===== config.mk =====
export PLATFORM = sky130hd
export DESIGN_NAME = seg_display_scheduler
export DESIGN_NICKNAME = d
export VERILOG_FILES = /design/src/rtl/seg_pkg.sv /design/src/rtl/seg7_decode.sv /design/src/rtl/seg_display_scheduler.sv
export SDC_FILE = /design/constraint.sdc
export NUM_CORES = 1
export LEC_CHECK = 0
export CAP_MARGIN = 20
export CORE_MARGIN = 8
export CORE_UTILIZATION = 50
export CTS_BUF_LIST = sky130_fd_sc_hd__clkbuf_4 sky130_fd_sc_hd__clkbuf_8 sky130_fd_sc_hd__clkbuf_16
export CTS_CLUSTER_SIZE = 20
export DETAILED_ROUTE_END_ITERATION = 16
export PLACE_DENSITY = 0.72
export RECOVER_POWER = 25
export SLEW_MARGIN = 25
export SYNTH_ARGS = -nofsm -noshare
export SYNTH_HDL_FRONTEND = slang
export SYNTH_HIERARCHICAL = 1
export SYNTH_SLANG_ARGS = --single-unit
export TNS_END_PERCENT = 100

===== constraint.sdc =====
create_clock -name clk -period 6.4 [get_ports clk]
set_input_delay 0.96 -clock clk [delete_from_list [all_inputs] [get_ports clk]]
set_output_delay 0.96 -clock clk [all_outputs]
set_load 0.02 [all_outputs]

===== src/rtl/seg_pkg.sv =====
`default_nettype none
// +----------------------------------------------------------------------+
// | Module  : seg_pkg                                                    |
// | Brief   : Shared 7-segment patterns, anode constants, FSM encodings  |
// | Revision: 1.0                                                        |
// +----------------------------------------------------------------------+
package seg_pkg;

    // Segment order {g,f,e,d,c,b,a}, active-low
    localparam logic [6:0] SEG_0    = 7'b1000000;
    localparam logic [6:0] SEG_1    = 7'b1111001;
    localparam logic [6:0] SEG_2    = 7'b0100100;
    localparam logic [6:0] SEG_3    = 7'b0110000;
    localparam logic [6:0] SEG_4    = 7'b0011001;
    localparam logic [6:0] SEG_5    = 7'b0010010;
    localparam logic [6:0] SEG_6    = 7'b0000010;
    localparam logic [6:0] SEG_7    = 7'b1111000;
    localparam logic [6:0] SEG_8    = 7'b0000000;
    localparam logic [6:0] SEG_9    = 7'b0010000;
    localparam logic [6:0] SEG_DASH = 7'b0111111;
    localparam logic [6:0] SEG_OFF  = 7'b1111111;

    localparam logic [3:0] AN_OFF   = 4'b1111;

    typedef enum logic [0:0] {
        SCAN_BLANK = 1'b0,
        SCAN_ON    = 1'b1
    } scan_state_t;

    typedef enum logic [0:0] {
        OWN_BG  = 1'b0,
        OWN_OVL = 1'b1
    } owner_state_t;

    // Digit 0 is the leftmost position, driven by an[3]
    function automatic logic [3:0] digit_anode(input logic [1:0] digit);
        return ~(4'b1000 >> digit);
    endfunction

endpackage
`default_nettype wire


===== src/rtl/seg7_decode.sv =====
`default_nettype none
// +----------------------------------------------------------------------+
// | Module  : seg7_decode                                                |
// | Brief   : BCD nibble to active-low 7-segment pattern, dash if > 9    |
// | Revision: 1.0                                                        |
// +----------------------------------------------------------------------+
module seg7_decode
    import seg_pkg::*;
(
    input  logic [3:0] i_nibble,
    output logic [6:0] o_seg
);

    always_comb begin
        o_seg = SEG_DASH;
        case (i_nibble)
            4'd0: o_seg = SEG_0;
            4'd1: o_seg = SEG_1;
            4'd2: o_seg = SEG_2;
            4'd3: o_seg = SEG_3;
            4'd4: o_seg = SEG_4;
            4'd5: o_seg = SEG_5;
            4'd6: o_seg = SEG_6;
            4'd7: o_seg = SEG_7;
            4'd8: o_seg = SEG_8;
            4'd9: o_seg = SEG_9;
            default: o_seg = SEG_DASH;
        endcase
    end

endmodule
`default_nettype wire


===== src/rtl/seg_display_scheduler.sv =====
`default_nettype none
// +----------------------------------------------------------------------+
// | Module  : seg_display_scheduler                                      |
// | Brief   : 4-digit scan with blanking, background/overlay arbitration |
// | Revision: 1.0                                                        |
// +----------------------------------------------------------------------+
module seg_display_scheduler
    import seg_pkg::*;
#(
    parameter int DIGIT_CYCLES = 100000,
    parameter int BLANK_CYCLES = 1000,
    parameter int HOLD_FRAMES  = 500
) (
    input  logic        clk,
    input  logic        btnC,
    input  logic [15:0] bg_bcd,
    input  logic [15:0] ovl_bcd,
    input  logic        ovl_req,
    input  logic        lz_blank,
    output logic        ovl_busy,
    output logic        frame_tick,
    output logic [3:0]  an,
    output logic [6:0]  seg
);

    localparam int CNT_MAX = (DIGIT_CYCLES > BLANK_CYCLES) ? DIGIT_CYCLES : BLANK_CYCLES;
    localparam int CW      = (CNT_MAX > 1) ? $clog2(CNT_MAX) : 1;
    localparam int HW      = $clog2(HOLD_FRAMES + 1);

    // Scan registers name the slot shown in the *next* cycle; outputs lag them by one edge
    scan_state_t  r_scan;
    logic [1:0]   r_digit;
    logic [CW-1:0] r_cnt;

    owner_state_t r_owner;
    logic         r_pending;
    logic [15:0]  r_ovl_val;
    logic [HW-1:0] r_hold;
    logic [15:0]  r_snap;
    logic         r_lz;
    logic         r_frame_tick;
    logic [3:0]   r_an;
    logic [6:0]   r_seg;
    logic         r_busy;

    logic         w_req_pend;
    logic [15:0]  w_ovl_val;
    owner_state_t w_owner_nxt;
    logic         w_pend_nxt;
    logic [HW-1:0] w_hold_nxt;
    logic [15:0]  w_snap_nxt;
    logic         w_lz_nxt;
    logic [3:0]   w_nibble;
    logic         w_lead_zero;
    logic         w_digit_blank;
    logic [6:0]   w_seg_dec;
    logic         w_slot_last;

    assign w_req_pend = r_pending | ovl_req;
    assign w_ovl_val  = ovl_req ? ovl_bcd : r_ovl_val;

    // Arbitration commits on the edge closing the frame_tick cycle
    always_comb begin
        w_owner_nxt = r_owner;
        w_pend_nxt  = w_req_pend;
        w_hold_nxt  = r_hold;
        w_snap_nxt  = r_snap;
        w_lz_nxt    = r_lz;
        if (r_frame_tick) begin
            w_lz_nxt = lz_blank;
            if (w_req_pend) begin
                w_owner_nxt = OWN_OVL;
                w_pend_nxt  = 1'b0;
                w_hold_nxt  = HW'(HOLD_FRAMES);
                w_snap_nxt  = w_ovl_val;
            end else if (r_owner == OWN_OVL && r_hold > HW'(1)) begin
                w_hold_nxt  = r_hold - HW'(1);
            end else begin
                w_owner_nxt = OWN_BG;
                w_hold_nxt  = '0;
                w_snap_nxt  = bg_bcd;
            end
        end
    end

    always_comb begin
        w_nibble    = w_snap_nxt[3:0];
        w_lead_zero = 1'b0;
        case (r_digit)
            2'd0: begin w_nibble = w_snap_nxt[15:12]; w_lead_zero = (w_snap_nxt[15:12] == 4'd0); end
            2'd1: begin w_nibble = w_snap_nxt[11:8];  w_lead_zero = (w_snap_nxt[15:8]  == 8'd0); end
            2'd2: begin w_nibble = w_snap_nxt[7:4];   w_lead_zero = (w_snap_nxt[15:4]  == 12'd0); end
            default: begin w_nibble = w_snap_nxt[3:0]; w_lead_zero = 1'b0; end
        endcase
    end

    assign w_digit_blank = w_lz_nxt & w_lead_zero;
    assign w_slot_last   = (r_scan == SCAN_BLANK) ? (r_cnt == CW'(BLANK_CYCLES - 1))
                                                  : (r_cnt == CW'(DIGIT_CYCLES - 1));

    seg7_decode u_decode (
        .i_nibble (w_nibble),
        .o_seg    (w_seg_dec)
    );

    always_ff @(posedge clk) begin
        if (btnC) begin
            r_scan       <= SCAN_BLANK;
            r_digit      <= 2'd0;
            r_cnt        <= '0;
            r_owner      <= OWN_BG;
            r_pending    <= 1'b0;
            r_ovl_val    <= '0;
            r_hold       <= '0;
            r_snap       <= '0;
            r_lz         <= 1'b0;
            r_frame_tick <= 1'b0;
            r_an         <= AN_OFF;
            r_seg        <= SEG_OFF;
            r_busy       <= 1'b0;
        end else begin
            r_owner      <= w_owner_nxt;
            r_pending    <= w_pend_nxt;
            r_ovl_val    <= w_ovl_val;
            r_hold       <= w_hold_nxt;
            r_snap       <= w_snap_nxt;
            r_lz         <= w_lz_nxt;
            r_busy       <= w_pend_nxt | (w_owner_nxt == OWN_OVL);
            r_frame_tick <= (r_scan == SCAN_BLANK) && (r_digit == 2'd0) && (r_cnt == '0);

            if (r_scan == SCAN_ON && !w_digit_blank) begin
                r_an  <= digit_anode(r_digit);
                r_seg <= w_seg_dec;
            end else begin
                r_an  <= AN_OFF;
                r_seg <= SEG_OFF;
            end

            if (!w_slot_last) begin
                r_cnt <= r_cnt + CW'(1);
            end else begin
                r_cnt <= '0;
                if (r_scan == SCAN_BLANK) begin
                    r_scan <= SCAN_ON;
                end else begin
                    r_scan  <= SCAN_BLANK;
                    r_digit <= r_digit + 2'd1;
                end
            end
        end
    end

    assign ovl_busy   = r_busy;
    assign frame_tick = r_frame_tick;
    assign an         = r_an;
    assign seg        = r_seg;

endmodule
`default_nettype wire


==> impl_metrics.yaml <==
layout:
  n_antenna_cell: 0
  drive_gt1_share_pct: 6.83
  syn2layout_area_growth_pct: 18.4
  utilization_pct: 60.2
  nFillCells: 717
  final_common_cell: "dfxtp_1"
  fin_nets: 572
  final_cell_mix: "77 x dfxtp_1, 76 x nor2_1, 45 x clkdlybuf4s50_1"
drt:
  drt-total-wl_um: 10000
  ant_nets: 0
  vias: 3613
  post-route-drc-count: 0
  drt-vias-per-instance: 5.72
  wl_per_cell_um: 15.9
  drt-initial-drc-count: 227
  drt-pass1-iter-count: 8
worst_setup_path:
  crit_fanout: 9
  setup.worst_path.end_class: "register"
  required_ns: 6.65
  crit_type: "in -> reg"
  worstPathArrival_ns: 5.02
  cp-start-kind: "input pin"
clock_tree:
  cts_tree: "done"
  hold_buffers: 0
  root_buffer: "clkbuf_8"
  cts_sinks: 77
  ctsLongestPathBuffers: 2
  cts_setup_buffers: 0
  ctsResizeCount: 0
  path_clk_slew_ns: 0.09
  ctsHtreeMaxLevel: 3
  cts_made_buffers: 9
  clkLatencyLatePin_ns: 0.36
global_route:
  antenna_found_initial: 0
  grt_max_degree: 36
  track_usage_pct: 17.7
  grt-ovfl-total: 0
  grt_pass1_vias: 3489
  grt_pass1_wl_um: 16700
pwr:
  seqPwrFrac_pct: 42.3
  swShare_pct: 26.8
  intPower_uw: 904
  pwr_density_cell_mw_per_mm2: 252
  p_leak_uw: 0.00203
  p_sw_uw: 332
  irDropWorstVdd_mv: 0.139
  pwr-share-comb_pct: 19.7
  p_clk_share_pct: 38.0
floorplanning:
  die_area_mm2: 0.0114
  num_rows: 33
  io_pins: 49
  chipHeight_um: 107
  dieWidth_um: 107
  start_util_pct: 50.9
  core_mm2: 0.00813
yosys:
  syn_area_per_cell_um2: 8.48
  yosysSeqAreaShare_pct: 37.3
  synthArstFlopShare_pct: 0
  syn_inst: 488
  ys_ff_latch: 77
  synth-warning-count: 6
  synthFlopType: "dfxtp_1"
  syn_area_mm2: 0.00414
  synth_edf_count: 0
  synth_fp_nets: 538
  yosysUniqueCellTypes: 67
timing:
  grt_setup_unrepaired: "false"
  setup_violations: 0
  tightest_slew_ns: 0.985
  hold_violations: 0
  final.period_utilization_pct: 74.6
  fin_crit_ns: 4.78
  drv_slew: 0
  setup_tns_ns: 0
  clock.fmax_mhz: 209
  max-slew-margin-rel_pct: 34.3
  skew_ns: 0.0141
place:
  place_hpwl_um: 7120
  gp_congestion: 0.856
  portBuffers: 48
flow_run:
  maxCapViolCount: 0
min_path:
  hp-class: "reg -> reg"
run_status:
  status: "complete, no violations"
-- cells by family after synthesis --
kind of cell	synth area share, %
muxes	5.60
adders and majority gates	4.23
DFF	37.3
AOI/OAI and AO/OA	21.0
buffers and inverters	6.02
xor gates and xnor gates	3.39
and+or+nand+nor	22.5
-- state kept, by name, summed over array words and instances (netlist names) --
signal,cells
r_cnt,17
r_ovl_val,16
r_snap,16
r_hold,9
seg,7
an,4
r_digit,2
frame_tick,1
ovl_busy,1
r_lz,1
r_owner,1
r_pending,1
r_scan,1
-- synth_stat cells, types with 2 or more instances --
cell       instances  area share, %
mux2i_1           22            5.3
nor3b_1            7            1.3
a21oi_1           12            1.5
o21ai_2            2           0.42
inv_1             29            2.6
a2bb2oi_1          2           0.42
buf_6              3           0.82
nand2_1           29            2.6
a22o_1             3           0.64
o31a_1             2           0.42
o21ai_0           18            2.2
xnor2_1            6            1.3
a21o_1            12            2.2
o2bb2ai_1          2           0.42
a22oi_1            4           0.73
nor2b_1            3           0.45
o211ai_1           3           0.54
nor3_1            18            2.2
ha_1              14            4.2
buf_1              3           0.27
o21ai_1            2           0.24
and3_1             9            1.4
or4_1              4           0.73
or3_1              3           0.45
dfxtp_1           77             37
a32oi_1            2           0.42
xor2_1            10            2.1
a221oi_1           3           0.64
or2_1              2           0.30
clkbuf_1          16            1.5
a222oi_1          15            3.6
buf_2              7           0.85
nand3_1           10            1.2
nor4_1             4           0.60
and2_1            10            1.5
o22ai_1           11            1.7
nand4_1            3           0.45
nor2_1            76            6.9
o31ai_1            2           0.36
-- metal layers --
metal  routed length, um  part of all wire, %  track usage (%)
met1                4720                   47             21.2
met3                 450                  4.5             5.88
met2                4800                   48             30.0
met5                   0                    0                0
met4                  70                 0.70             4.02
-- per-stage QoR --
step	cell area [um^2]	worst slack, ns	cells	hold slack [ns]	power (uW)
5_1_grt	4900	1.30	632	0.500	1300
4_1_cts	4900	1.84	632	0.478	1250
6_report	4900	1.62	632	0.476	1240
3_5_place_dp	4640	1.49	616	0.460	775
3_3_place_gp	4640	1.62	616	0.447	768
2_1_floorplan	4140	2.24	488	0.430	708
-- power groups by stage --
stage | Clock [uW] | Sequential (uW) | Combinational, uW
floorplan | 0 | 527 | 182
global placement | 0 | 532 | 236
detailed placement | 0 | 533 | 241
CTS | 481 | 522 | 243
global route | 500 | 526 | 270
finish | 469 | 523 | 243
-- worst max-delay path: stages --
cell and delay [ns]:
dlygate4sd3_1 0.56, or2_0 0.42, or4_1 0.75, o21ai_2 0.19, a22o_1 0.17, a222oi_1 0.11, mux2i_1 0.55, inv_1 0.18
ha_1 0.24, or2b_1 0.22, a31oi_1 0.25, nor3_1 0.09, a222oi_1 0.32
-- area by class of cell --
type                       instances  area [um^2]  area share [%]
tap                              105          131            2.68
clock buffer                      13          173            3.53
multi-input combinational        353         2350            47.9
sequential                        77         1540            31.5
inverter                          29          109            2.22
timing repair buffer              52          507            10.3
clock inverter                     3         90.1            1.84
-- final timing paths --
| kind | from | end | slack, ns | depth (start not counted) |
|---|---|---|---|---|
| max reg2reg | r_pending | seg[4] | 2.05 | 12 |
| max | ovl_req | seg[4] | 1.62 | 13 |
| min reg2reg | r_ovl_val[14] | r_ovl_val[14] | 0.48 | 2 |
| min | r_ovl_val[14] | r_ovl_val[14] | 0.48 | 2 |
No activity file was read; power rests on OpenSTA's default activity.
